===== src/rtl/phy_rx_word_deserializer.sv =====
// ---------------------------------------------------------------------------
// phy_rx_word_deserializer
//
// Receive-side lane deserializer. Consumes one serial lane at the bit clock,
// slides an 8-bit window over the stream looking for the idle/comma symbol,
// locks byte alignment after BC_LOCK_COUNT consecutive aligned commas, then
// regroups non-comma bytes four at a time into 32-bit words. Each completed
// word is presented on data_out together with a one-cycle valid_out pulse.
//
// Parameters:
//   BC_LOCK_COUNT  consecutive aligned commas needed for lock (1..15)
//   COMMA          idle/comma symbol value
//
// Ports:
//   clk_32f     in   1   bit clock, all logic on the rising edge
//   reset       in   1   synchronous, active-high reset
//   data_in     in   1   serial lane, MSB of each byte first
//   data_out    out  32  last assembled word, first received byte in [31:24]
//   valid_out   out  1   one-cycle pulse when data_out updates
//   active_out  out  1   high while byte alignment is locked
//   err_cnt     out  8   saturating count of discarded partial words
//                        (present only when PHY_RX_ERR_CNT_EN is defined)
//
// Build option:
//   PHY_RX_ERR_CNT_EN  adds the err_cnt port and its counter. Without it,
//                      partial words are still discarded silently.
// ---------------------------------------------------------------------------
module phy_rx_word_deserializer #(
  parameter int         BC_LOCK_COUNT = 4,
  parameter logic [7:0] COMMA         = 8'hBC
) (
  input  logic        clk_32f,
  input  logic        reset,
  input  logic        data_in,
  output logic [31:0] data_out,
  output logic        valid_out,
  output logic        active_out
`ifdef PHY_RX_ERR_CNT_EN
  ,
  output logic [7:0]  err_cnt
`endif
);

  typedef enum logic [1:0] {
    SEARCH = 2'd0,
    ALIGN  = 2'd1,
    SYNC   = 2'd2
  } state_t;

  localparam logic [3:0] LOCK_CNT = 4'(BC_LOCK_COUNT);

  state_t      state;
  state_t      state_next;
  logic [7:0]  sr;
  logic [7:0]  sr_next;
  logic [2:0]  bit_cnt;
  logic [2:0]  bit_cnt_next;
  logic [3:0]  bc_cnt;
  logic [3:0]  bc_cnt_next;
  logic [3:0]  bc_inc;
  logic [1:0]  byte_idx;
  logic [1:0]  byte_idx_next;
  logic [23:0] word_buf;
  logic [23:0] word_buf_next;
  logic [31:0] data_out_next;
  logic        valid_next;
  logic        active_next;
  logic        is_comma;
  logic        at_boundary;

  // All byte decisions look at the window including the bit arriving this
  // cycle, so a byte is judged in the same cycle its last bit is present.
  assign sr_next     = {sr[6:0], data_in};
  assign is_comma    = (sr_next == COMMA);
  // bit_cnt is cleared on the matching cycle, so it reads 7 exactly eight
  // bits later, which is the next byte boundary.
  assign at_boundary = (bit_cnt == 3'd7);
  assign bc_inc      = bc_cnt + 4'd1;

  always_comb begin
    state_next    = state;
    bit_cnt_next  = bit_cnt;
    bc_cnt_next   = bc_cnt;
    byte_idx_next = byte_idx;
    word_buf_next = word_buf;
    data_out_next = data_out;
    valid_next    = 1'b0;

    unique case (state)
      SEARCH: begin
        // Sliding search: any bit position may start a byte.
        if (is_comma) begin
          bit_cnt_next = 3'd0;
          bc_cnt_next  = 4'd1;
          if (LOCK_CNT == 4'd1) begin
            state_next = SYNC;
          end else begin
            state_next = ALIGN;
          end
        end
      end

      ALIGN: begin
        bit_cnt_next = bit_cnt + 3'd1;
        if (at_boundary) begin
          if (is_comma) begin
            bc_cnt_next = bc_inc;
            if (bc_inc == LOCK_CNT) begin
              state_next = SYNC;
            end
          end else begin
            // Broken run: restart the sliding search on the next bit.
            bc_cnt_next  = 4'd0;
            bit_cnt_next = 3'd0;
            state_next   = SEARCH;
          end
        end
      end

      SYNC: begin
        // Lock is only ever lost through reset.
        bit_cnt_next = bit_cnt + 3'd1;
        if (at_boundary) begin
          if (is_comma) begin
            // Idle symbol: any partially assembled word is dropped.
            byte_idx_next = 2'd0;
          end else begin
            unique case (byte_idx)
              2'd0: word_buf_next[23:16] = sr_next;
              2'd1: word_buf_next[15:8]  = sr_next;
              2'd2: word_buf_next[7:0]   = sr_next;
              2'd3: begin
                data_out_next = {word_buf, sr_next};
                valid_next    = 1'b1;
              end
              default: word_buf_next = word_buf;
            endcase
            // Two-bit index wraps to slot 0 after the fourth byte.
            byte_idx_next = byte_idx + 2'd1;
          end
        end
      end

      default: begin
        state_next = SEARCH;
      end
    endcase

    active_next = (state_next == SYNC);
  end

  always_ff @(posedge clk_32f) begin
    if (reset) begin
      state    <= SEARCH;
      sr       <= 8'd0;
      bit_cnt  <= 3'd0;
      bc_cnt   <= 4'd0;
      byte_idx <= 2'd0;
    end else begin
      state    <= state_next;
      sr       <= sr_next;
      bit_cnt  <= bit_cnt_next;
      bc_cnt   <= bc_cnt_next;
      byte_idx <= byte_idx_next;
    end
  end

  always_ff @(posedge clk_32f) begin
    if (reset) begin
      word_buf   <= 24'd0;
      data_out   <= 32'd0;
      valid_out  <= 1'b0;
      active_out <= 1'b0;
    end else begin
      word_buf   <= word_buf_next;
      data_out   <= data_out_next;
      valid_out  <= valid_next;
      active_out <= active_next;
    end
  end

`ifdef PHY_RX_ERR_CNT_EN
  logic partial_drop;

  // A comma seen in the middle of a word means the partial word is lost.
  assign partial_drop = (state == SYNC) && at_boundary && is_comma &&
                        (byte_idx != 2'd0);

  always_ff @(posedge clk_32f) begin
    if (reset) begin
      err_cnt <= 8'd0;
    end else if (partial_drop && (err_cnt != 8'hFF)) begin
      err_cnt <= err_cnt + 8'd1;
    end
  end
`endif

endmodule


===== config.mk =====
export PLATFORM = sky130hd
export DESIGN_NAME = phy_rx_word_deserializer
export DESIGN_NICKNAME = d
export VERILOG_FILES = /design/src/rtl/phy_rx_word_deserializer.sv
export SDC_FILE = /design/constraint.sdc
export NUM_CORES = 1
export LEC_CHECK = 0
export CORE_MARGIN = 3
export CORE_UTILIZATION = 59
export CTS_CLUSTER_DIAMETER = 150
export DETAILED_ROUTE_END_ITERATION = 8
export GPL_TIMING_DRIVEN = 0
export PLACE_DENSITY = 0.89
export SLEW_MARGIN = 25
export SYNTH_ARGS = -nofsm -noshare
export SYNTH_HDL_FRONTEND = slang
export SYNTH_SLANG_ARGS = --single-unit

===== constraint.sdc =====
create_clock -name clk_32f -period 3.2 [get_ports clk_32f]
set_input_delay 0.64 -clock clk_32f [delete_from_list [all_inputs] [get_ports clk_32f]]
set_output_delay 0.64 -clock clk_32f [all_outputs]
set_load 0.1 [all_outputs]

# Word-level counts from Yosys, hierarchy flattened
# Cells that the tools add are included.
# W data, S select, Z words.
# totals
inputBits	3
word_cells	55
register_bits	76
output_inout_bits	34
# op_classes
addsub	3
reduce_logical	12
muxes	15
n_bitwise	3
eq_ne	11
# ops
cell	n
$reduce_and A4 Y1	4
$mux W4	3
$mux W2	5
$mux W3	3
$pmux W3 S3	1
$eq A2 B2 Y1 const B	4
$eq A8 B8 Y1 const B	1
$pmux W4 S2	1
$pmux W2 S3	1
$add A4 B1 Y4 const B	1
$eq A2 B1 Y1 const B	2
$eq A4 B3 Y1 const B	1
$logic_not A2 Y1	2
$ne A2 B2 Y1 const B	2
$reduce_and A2 Y1	2
$reduce_or A4 Y1	1
$add A3 B1 Y3 const B	1
$eq A3 B3 Y1 const B	1
$not A1 Y1	3
$reduce_and A3 Y1	1
$reduce_bool A3 Y1	1
$add A2 B1 Y2 const B	1
$reduce_bool A2 Y1	1
$mux W1	1

# Logic depth before layout (Yosys ltp)
# logic_depth
depth_word	7
depth_mapped	7
ltp_nobuf	6

# Worst setup path after synthesis
# No wires, ideal clock.
# synth_path
path_kind	input -> register
start	in data_in
end	reg active_out
t_required_ns	3.134
arrival_time_ns	2.035
setup_ns	0.066
path_stages	4
path_slack_ns	1.099
n_path_buf	0
cell_sequence	or4b_4 or2_0 or4_4 a21oi_2
# synth_between
elab_chain_len	5
word_cells_on_any_way	6
cone_classes	eq/ne (2); mux (4)
# synth_rtl
item	line_no	rtl
start: declaration	34	input logic data_in,
$eq A8 B8 Y1 (*)	74	assign is_comma = (sr_next == COMMA);
$mux W2	106	if (is_comma) begin
$mux W2	105	if (at_boundary) begin
$pmux W2 S3 (*)	89	unique case (state)
$eq A2 B2 Y1 (*)	149	active_next = (state_next == SYNC);
end signal: assignment	178	active_out <= active_next;
end: declaration	37	output logic active_out
# Every way passes the cells marked *; elsewhere a longest branch is shown, timed or not.
# A chain may end at the register's enable or synchronous reset.

# Worst setup path in the final report
# layout_path
start	in data_in
end	reg data_out[24]
# layout_between
elab_chain_len	3
# layout_rtl
item	line_no	rtl
$eq A8 B8 Y1	74	
$not A1 Y1 (no line)	-	
$reduce_and A4 Y1 (no line)	-	
end signal: assignment	176	data_out <= data_out_next;
end: declaration	35	output logic [31:0] data_out,
# No other way between the ends.

==> flow_metrics.py <==
metrics = {
    "status": {
        "status": "complete, no violations",
    },
    "clocking": {
        "cts.sinks": 76,
        "clockBufferDepth": 2,
        "clockRootBuffer": "clkbuf_8",
        "cts_buffers": 9,
        "post_cts_buffers": 0,
        "clkSlewWorstSetupHoldPaths_ns": 0.07,
        "cts_tree": "done",
        "clk-insertion-delay-late_ns": 0.35,
        "postCtsHoldBufs": 0,
        "htreeDepth": 3,
        "cts_resized": 0,
    },
    "global_routing": {
        "grt_util_all_layers_pct": 24.2,
        "grt_pass1_wl_mm": 11.6,
        "grtUsageMet2_pct": 40.2,
        "grt_max_degree": 14,
        "antenna_found_initial": 0,
        "grt_pass1_vias": 2450,
        "top_usage_layer": "met2",
        "gr-total-overflow": 0,
        "grtUsageMet1_pct": 30.2,
        "met3_usage_pct": 4.47,
    },
    "route": {
        "drc": 0,
        "route.vias.total": 2519,
        "routed_via_density": 5.46,
        "drt_iter0_markers": 239,
        "drtAntennaViolNets": 0,
        "wl_per_cell_um": 15.1,
        "routed_wl_mm": 6.95,
        "dr.pass1.iters": 4,
    },
    "floorplan": {
        "placementRows": 25,
        "fp.dieArea_mm2": 0.00618,
        "io_pins": 37,
        "initial_utilization_pct": 63.3,
        "core_area_mm2": 0.00491,
        "fp.dieW_um": 78.6,
        "fp.dieH_um": 78.6,
    },
    "place": {
        "gp_congestion": 0.913,
        "placed_cell_area_mm2": 0.00355,
        "port_buffers": 36,
        "dpl.hpwl_mm": 4.56,
    },
    "timing": {
        "worst_pin_slew_ns": 0.976,
        "rsz0062_at_grt": "false",
        "min_period_over_period_pct": 79.4,
        "hold_viol_final": 0,
        "maxSlewViolCount": 0,
        "setup_tns_ns": 0,
        "fin_worst_skew_ns": 0.00761,
        "setup_viol": 0,
        "fmax_ghz": 0.393,
        "min_period_ns": 2.54,
        "relSlewSlack_pct": 34.7,
    },
    "logic_synthesis": {
        "synth.avg_cell_area_um2": 9.09,
        "syn_inst": 342,
        "synth_edf_count": 0,
        "synth.net_count": 359,
        "syn_area_mm2": 0.00311,
        "synth_cell_types": 39,
        "yosys.area.top_type": "dfxtp_1",
        "async_reset_ff_share_pct": 0,
        "yosysSeqAreaShare_pct": 48.9,
        "ys.flop_type": "dfxtp_1",
        "synth_top_area_share_pct": 48.9,
        "yosysWarnings": 0,
        "ys_ff_latch": 76,
        "yosys-top-cells-area": "dfxtp_1, nand2_1, mux2i_1",
    },
    "critical_path": {
        "crit_arrival_ns": 2.76,
        "cp-end-kind": "flop",
        "critPathKind": "in2reg",
        "required_ns": 3.42,
        "cp-start-kind": "primary input",
        "worst-path-max-fanout": 10,
        "r2r_slack_ns": 0.90,
    },
    "layout": {
        "design_area_mm2": 0.00378,
        "fin_nets": 406,
        "drive_gt1_share_pct": 8.12,
        "diodes": 0,
        "area.growth.synth_to_final_pct": 21.5,
    },
    "power_and_ir_drop": {
        "internal_power_mw": 1.43,
        "ir_worst_vdd_mv": 0.619,
        "pwr-share-seq_pct": 51.4,
        "p_leak_nw": 1.50,
        "p_per_area_mw_per_mm2": 497,
        "switching_power_uw": 441,
        "combPwrFrac_pct": 4.6,
        "clockPowerShare_pct": 44.0,
        "sw_frac_of_total_pct": 23.5,
    },
    "run": {
        "cap_violations": 0,
    },
    "worst_hold_path": {
        "hold_class": "reg2reg",
    },
}
## final cells by class
class / instances / area, µm²
tap: 67 / 83.8
clock buffer: 10 / 138
clock inverter: 6 / 86.3
multi-input combinational: 241 / 1480
timing repair buffer: 36 / 360
buffer: 19 / 87.6
sequential: 76 / 1520
inverter: 6 / 22.5
fill: 328 / 1130
## registers in the layout, summed over array words and instances, names as in the netlist
signal	flops
valid_out	1
bc_cnt	4
state	2
data_out	32
byte_idx	2
active_out	1
bit_cnt	3
word_buf	24
sr	7
## synthesized netlist by cell type, types with 2 or more instances
library cell / number
a21oi_1: 42
a31oi_1: 2
buf_1: 2
buf_4: 4
clkbuf_1: 12
dfxtp_1: 76
ha_1: 14
inv_1: 6
mux2i_1: 24
nand2_1: 69
nand2b_1: 2
nand3_1: 3
nand4_1: 3
nor2_1: 32
nor2b_1: 12
nor3_1: 2
nor3b_1: 2
o2111ai_4: 3
o21ai_0: 12
## metal layers
layer / vias up / part of all wire, %
li1: 1240 / -
met5: - / 0
met2: 75 / 46
met1: 1187 / 46
met4: 0 / 1.8
met3: 17 / 5.6
## stage by stage
stage	std cells	hold slack, ns	power [mW]	utilization (%)	setup slack (ns)
CTS	461	0.457	1.88	76.9	0.676
finish	461	0.454	1.88	76.9	0.658
floorplan	342	0.432	1.04	-	1.10
global route	461	0.476	1.93	76.9	0.599
global placement	445	0.442	1.07	72.4	0.360
detailed placement	445	0.446	1.07	72.4	0.319
## cell families after synthesis
logic type | after synthesis | share of synthesized area (%)
simple gates | 134 | 19.5
flops | 76 | 48.9
compound gates | 68 | 14.3
buf+inv | 25 | 3.54
mux | 25 | 8.09
fa+ha+maj | 14 | 5.63
## power by group through the flow
stage	clock network, mW	logic, mW	registers, mW
floorplan	0	0.0483	0.995
CTS	0.828	0.0857	0.963
global placement	0	0.0818	0.985
detailed placement	0	0.0844	0.985
finish	0.825	0.0868	0.964
global route	0.870	0.0940	0.965
## cell usage in the layout (no fill, tap or decap), types with 2 or more instances in the layout
master	count
buf_4	4
nor2b_1	12
a21oi_1	42
a31oi_1	2
inv_1	6
clkinv_2	2
o21ai_0	12
o2111ai_4	3
mux2i_1	24
clkbuf_8	10
ha_1	14
dfxtp_1	76
clkdlybuf4s50_1	36
nand2_1	69
bufinv_16	2
nor3b_1	2
nand3_1	3
nand4_1	3
buf_1	2
nand2b_1	2
nor2_1	32
nor3_1	2
clkbuf_1	12
## final timing paths
kind	start	endpoint	cells past startpoint
setup / recovery	data_in	data_out[24]	7
hold / removal	data_out[4]	data_out[4]	2
setup reg to reg	state[1]	data_out[24]	6
hold reg to reg	data_out[4]	data_out[4]	2
## worst max-delay path: stages
cell	delay, ns
clkdlybuf4s50_1	0.54
or4b_4	0.58
buf_4	0.21
o2111a_1	0.32
clkbuf_1	0.26
nand2_1	0.14
a21oi_1	0.07
No activity file was read; power rests on OpenSTA's default activity.
